### src/rtl/poly_pkg.sv
// Shared types and encodings for the Horner polynomial sequencer.
package poly_pkg;

    typedef enum logic [2:0] {
        IDLE   = 3'd0,
        LOAD_X = 3'd1,
        INIT   = 3'd2,
        MUL    = 3'd3,
        ADD    = 3'd4,
        DONE   = 3'd5
    } state_e;

    localparam logic [1:0] SEL_A_X_IN  = 2'b00;
    localparam logic [1:0] SEL_A_REG_X = 2'b01;
    localparam logic [1:0] SEL_A_REG_S = 2'b10;
    localparam logic [1:0] SEL_A_COEF  = 2'b11;

    localparam logic [1:0] SEL_B_ZERO  = 2'b00;
    localparam logic [1:0] SEL_B_REG_X = 2'b01;
    localparam logic [1:0] SEL_B_REG_S = 2'b10;
    localparam logic [1:0] SEL_B_COEF  = 2'b11;

    localparam logic ALU_ADD = 1'b0;
    localparam logic ALU_MUL = 1'b1;

endpackage

### src/rtl/poly_ctrl_decode.sv
// Combinational decode of sequencer state and coefficient index into ALU control lines.
// With ALU_WAIT_EN defined, the MUL-state S load is gated by alu_ready_i.
module poly_ctrl_decode
    import poly_pkg::*;
#(
    parameter int unsigned DEGREE = 2,
    parameter int unsigned AW     = 2
) (
    input  state_e          state_i,
    input  logic [AW-1:0]   idx_i,
`ifdef ALU_WAIT_EN
    input  logic            alu_ready_i,
`endif
    output logic            busy_o,
    output logic            done_o,
    output logic            load_x_o,
    output logic            load_s_o,
    output logic            alu_mul_o,
    output logic [1:0]      sel_a_o,
    output logic [1:0]      sel_b_o,
    output logic [AW-1:0]   coef_addr_o
);

    always_comb begin
        busy_o      = 1'b0;
        done_o      = 1'b0;
        load_x_o    = 1'b0;
        load_s_o    = 1'b0;
        alu_mul_o   = ALU_ADD;
        sel_a_o     = SEL_A_X_IN;
        sel_b_o     = SEL_B_ZERO;
        coef_addr_o = '0;
        unique case (state_i)
            IDLE: begin
            end
            LOAD_X: begin
                busy_o   = 1'b1;
                load_x_o = 1'b1;
            end
            INIT: begin
                busy_o      = 1'b1;
                load_s_o    = 1'b1;
                sel_a_o     = SEL_A_COEF;
                coef_addr_o = AW'(DEGREE);
            end
            MUL: begin
                busy_o    = 1'b1;
`ifdef ALU_WAIT_EN
                load_s_o  = alu_ready_i;
`else
                load_s_o  = 1'b1;
`endif
                sel_a_o   = SEL_A_REG_S;
                sel_b_o   = SEL_B_REG_X;
                alu_mul_o = ALU_MUL;
            end
            ADD: begin
                busy_o      = 1'b1;
                load_s_o    = 1'b1;
                sel_a_o     = SEL_A_REG_S;
                sel_b_o     = SEL_B_COEF;
                coef_addr_o = idx_i;
            end
            DONE: begin
                busy_o = 1'b1;
                done_o = 1'b1;
            end
            default: begin
            end
        endcase
    end

endmodule

### src/rtl/poly_seq_ctrl.sv
// Horner-rule sequencer for the shared mul/add ALU; drives control lines only.
// Optional ALU_WAIT_EN adds alu_ready and stalls MUL until the multiplier result is valid.
module poly_seq_ctrl
    import poly_pkg::*;
#(
    parameter int unsigned DEGREE = 2,
    parameter int unsigned AW     = 2
) (
    input  logic            clk,
    input  logic            reset,
    input  logic            start,
`ifdef ALU_WAIT_EN
    input  logic            alu_ready,
`endif
    output logic            busy,
    output logic            done,
    output logic            load_x,
    output logic            load_s,
    output logic            alu_mul,
    output logic [1:0]      sel_a,
    output logic [1:0]      sel_b,
    output logic [AW-1:0]   coef_addr
);

    state_e          state_q, state_d;
    logic [AW-1:0]   idx_q, idx_d;

    always_ff @(posedge clk) begin
        if (reset) begin
            state_q <= IDLE;
            idx_q   <= '0;
        end else begin
            state_q <= state_d;
            idx_q   <= idx_d;
        end
    end

    // idx walks coefficients D-1 down to 0; ADD at idx 0 exits instead of wrapping
    always_comb begin
        state_d = state_q;
        idx_d   = idx_q;
        unique case (state_q)
            IDLE: begin
                if (start) state_d = LOAD_X;
            end
            LOAD_X: begin
                state_d = INIT;
                idx_d   = AW'(DEGREE - 1);
            end
            INIT: state_d = MUL;
            MUL: begin
`ifdef ALU_WAIT_EN
                if (alu_ready) state_d = ADD;
`else
                state_d = ADD;
`endif
            end
            ADD: begin
                if (idx_q == '0) begin
                    state_d = DONE;
                end else begin
                    idx_d   = idx_q - AW'(1);
                    state_d = MUL;
                end
            end
            DONE: state_d = IDLE;
            default: state_d = IDLE;
        endcase
    end

    poly_ctrl_decode #(
        .DEGREE (DEGREE),
        .AW     (AW)
    ) u_decode (
        .state_i     (state_q),
        .idx_i       (idx_q),
`ifdef ALU_WAIT_EN
        .alu_ready_i (alu_ready),
`endif
        .busy_o      (busy),
        .done_o      (done),
        .load_x_o    (load_x),
        .load_s_o    (load_s),
        .alu_mul_o   (alu_mul),
        .sel_a_o     (sel_a),
        .sel_b_o     (sel_b),
        .coef_addr_o (coef_addr)
    );

endmodule

### config.mk
export PLATFORM = sky130hd
export DESIGN_NAME = poly_seq_ctrl
export DESIGN_NICKNAME = d
export VERILOG_FILES = /design/src/rtl/poly_pkg.sv /design/src/rtl/poly_ctrl_decode.sv /design/src/rtl/poly_seq_ctrl.sv
export SDC_FILE = /design/constraint.sdc
export NUM_CORES = 1
export LEC_CHECK = 0
export ABC_AREA = 1
export CAP_MARGIN = 20
export CORE_AREA = 3 3 40 42
export DETAILED_ROUTE_END_ITERATION = 8
export DIE_AREA = 0 0 43 45
export PLACE_DENSITY_LB_ADDON = 0.25
export SYNTH_ARGS = -nofsm -noshare
export SYNTH_HDL_FRONTEND = slang
export SYNTH_HIERARCHICAL = 1
export SYNTH_SLANG_ARGS = --single-unit
### constraint.sdc
create_clock -name clk -period 1.7 [get_ports clk]
set_clock_uncertainty 0.1 [all_clocks]
set_input_delay 0.255 -clock clk [delete_from_list [all_inputs] [get_ports clk]]
set_output_delay 0.255 -clock clk [all_outputs]
set_load 0.005 [all_outputs]
### Word level (Yosys, flattened, before mapping)

Cells that the tools add are included.

* register bits: 5
* output and inout bits: 11

* add/subtract/negate cells: 1
* equal/unequal tests: 7
* muxes and demuxes: 13
* reductions and logical operators: 7

Operator list (number)
* one-hot mux 2 bit (2 select lines): 4
* one-hot mux 3 bit (5 select lines): 1
* == test 3 x 2 -> 1 bit, second input constant: 2
* == test 3 bit, second input constant: 2
* 2-to-1 mux 3 bit: 2
* 2-to-1 mux 1 bit: 5
* OR reduction 5 bit: 1
* != test 2 bit, second input constant: 2
* == test 3 x 1 -> 1 bit, second input constant: 1
* logical NOT 3 bit: 1
* OR reduction 3 bit: 1
* logical NOT 2 bit: 1
* 2-to-1 mux 2 bit: 1
* AND reduction 2 bit: 1
* nonzero test 2 bit: 1
* OR reduction 2 bit: 1
* subtractor 2 x 1 -> 2 bit, second input constant: 1

### Longest topological paths before layout

* depth in word-level cells: 3
* depth in mapped cells: 8
* depth with buffers taken out: 8

### Modules after synthesis

The synthesis kept the hierarchy.

By module, submodules not included
* poly_seq_ctrl: times used 1, cells an instance 34, area each 257.7 sq um, sequential area each 100.1 sq um
* poly_ctrl_decode: times used 1, cells an instance 22, area each 105.1 sq um, sequential area each 0.0 sq um

### Worst setup path after synthesis

OpenSTA, ideal clock, no wires.

* path type: reg-to-output
* from: reg state_q[2]
* to: out sel_a[1]
* arrival time: 0.971 ns
* slack: 0.374 ns
* cell stages (with the launch flop): 5
* path buffers: 1
* cells stage by stage: dfxtp_1 -> inv_1 -> nand3_1 -> nand3_1 -> buf_4

* cells in the longest elaborated chain, start to end: 3
* elaborated cells between the ends (all ways): 5

RTL lines
* start, declared: line poly_seq_ctrl.sv:25 `state_e state_q, state_d;`
* start signal, assigned: line poly_seq_ctrl.sv:33 `state_q <= state_d;`
* == test 3 x 2 -> 1 bit or == test 3 bit (tied branches): line poly_ctrl_decode.sv:33 `unique case (state_i)`
* OR reduction 2 bit (no line)
* one-hot mux 2 bit (2 select lines) *: line poly_ctrl_decode.sv:33
* end, declared: line poly_seq_ctrl.sv:20 `output logic [1:0] sel_a,`

Mark *: on every way between the ends. The rest lies on a longest branch, timed or not.

### Worst setup path in the final report

* from: reg state_q[0]
* to: out sel_a[0]

The elaborated chain is that of the path after synthesis.

==> metrics.txt <==
Synth Cell Area ~360 µm²; largest net degree at the start of global routing 7; CTS Buf Count 3; static leakage between 0.3 and 0.4 nW; Synth warnings 6; setup ws final roughly 0.056 ns; critical-path cell list inv_2 > nand3_4 > inv_1 > clkdlybuf4s50_1; reg-to-reg setup timing slack around 0.48 ns; routability cong. a little under 0.7; initial antenna violation count 0; number of diodes 0; Tcrit/Tclk final 0.967; Initial Util 0.282; placement-stage cell area between 500 and 600 µm²; top cells by area, synth dfxtp_1 (28%), inv_1 (12%), nand3_1 (8.3%); worst slack at placement roughly 0.13 ns; Die ar. 1940 µm²; Power Density roughly 1000 nW/µm²; worst-path fanout max 5; commonest non-fill, non-tap cell in the layout inv_1; # IOs 14; Fillers around 140; vias between 300 and 400; Worst-Margin Slew roughly 0.17 ns; first-pass GRT wire length 1210 µm; fraction of layout cells with a size suffix above 1 0.329; hold-fix buffer count after cts 0; CP max stage delay slightly below 0.5 ns; layout net count 81; # DRC 0; CTS tree done; Die Ht between 40 and 50 µm; outcome complete, no violations; max capacitance violation total 0; Inst Count DP 86; synth unique cells 18; Peak Freq between 600 and 700 MHz; Mean Syn Cell Area approximately 6.5 µm²; Post-synth EDFFs 0; vias in the first global route between 300 and 400; Buffers & Inverters on Critical Path 3; commonest cells after routing, fill and taps aside inv_1 (10), nand2_1 (8), dlygate4sd2_1 (7); CORE AREA 1280 µm²; Post-Syn Instances between 50 and 60; FP Rows 13; Seq cells post-synth 5; Synth Flop Type dfxtp_1; GRT Residual Overflow 0; post-route ant nets 0; clock-pin slew on the worst setup and hold paths 0.04 ns; Worst slew margin 0.888; syn_nets 60; WL final between 700 and 800 µm; worst skew pair latency approximately 0.24 ns; DRT iter0 DRCs 0; startpoint types register; Slew Limit Fails 0; Clock Sinks 5; H-tree Lvls 1; area leader, netlist dfxtp_1; routed vias/inst between 4 and 5; Synth top area share 0.276; CTS max path bufs 2; Final HPWL DP between 600 and 700 µm; # port buffers 13; DR WL/cell roughly 8 µm; fin cells slightly above 90; Post-synth ARST share 0; GRT Overall Usage 0.0865; TritonRoute pass-1 iters 1; Hold Vio Cnt, Final 0; maximum VDD drop 0.000349 V; fin crit period 1.64 ns; post-route cell area 591 µm²; Critical Path RT 1.34 ns; WS Path Type reg -> out; Die Wd roughly 43 µm; area growth from synthesis to layout 62.8%; Seq/Total Area, Yosys 0.276; Worst path top cell family by delay buffers and inverters; slowest CP cell clkdlybuf4s50_1; Worst setup EP type primary output; Worst EP arrival between 1 and 1.5 ns; Hold WC Path Type reg -> reg; CTS Root Cell clkbuf_4; final setup fails 0
==> state kept, by name (all words and copies together) (netlist names) <==
register	flops
state_q	3
idx_q	2
==> metrics by stage <==
step,util,power [mW],TNS [ns],hold WS (ns)
after CTS,0.432,0.590,0,0.407
after detailed placement,0.410,0.465,0,0.399
final,0.460,0.596,0,0.408
after global routing,0.460,0.646,-0.00524,0.453
after global placement,0.410,0.463,0,0.400
after floorplan,-,0.334,0,0.224
==> power by group <==
part	switching, mW	internal [mW]	leakage (nW)	total [mW]
Clock	0.0475	0.0887	0.0150	0.136
Sequential	0.0339	0.145	0.0432	0.179
Combinational	0.138	0.143	0.301	0.280
==> worst register-to-register path, cell delays in order (launching register included) <==
cell and delay, ns:
dfxtp_4 0.37, buf_4 0.16, nor2_2 0.14, nand3_2 0.12, o21ai_0 0.17, nor2_1 0.05
==> cell families after synthesis <==
| group | Yosys count | synth area share |
|---|---|---|
| compound gates | 4 | 0.0655 |
| buf+inv | 15 | 0.166 |
| fa+ha+maj | 1 | 0.0345 |
| flops | 5 | 0.276 |
| simple gates | 31 | 0.459 |
==> timing repair <==
action / CTS / global route
pin swaps: 0 / 1
endpoints found under the setup margin: 11 / 4
gates resized for setup: 14 / 8
setup buffers: 0 / 1
==> layout make-up <==
cell class              instances  area (µm²)  area share
inverters                      14        55.1      0.0932
clock buffers                   4        26.3      0.0445
repair buffers                 17         159       0.269
flip-flops and latches          5         111       0.189
well taps                      15        18.8      0.0318
multi-input cells              36         220       0.373
==> Yosys cell counts, types with 2 or more instances <==
| cell type | n |
|---|---|
| nor2_2 | 4 |
| nand2_1 | 8 |
| nand3_2 | 2 |
| dfxtp_1 | 5 |
| inv_2 | 2 |
| nor2_1 | 5 |
| nand3_1 | 6 |
| nand2_2 | 3 |
| inv_1 | 12 |
==> metal layers <==
metal | track usage | part of all wire
met1 | 0.0938 | 0.40
met2 | 0.129 | 0.46
met3 | 0.0279 | 0.11
met4 | 0.0904 | 0.019
met5 | 0 | 0
==> path summary, 6_finish.rpt <==
check,end,start,depth (start not counted)
hold / removal,idx_q[0],idx_q[0],2
setup reg to reg,idx_q[0],state_q[1],5
hold reg to reg,idx_q[0],idx_q[0],2
setup / recovery,sel_a[0],state_q[0],4
Power figures use the tool's default switching activity.
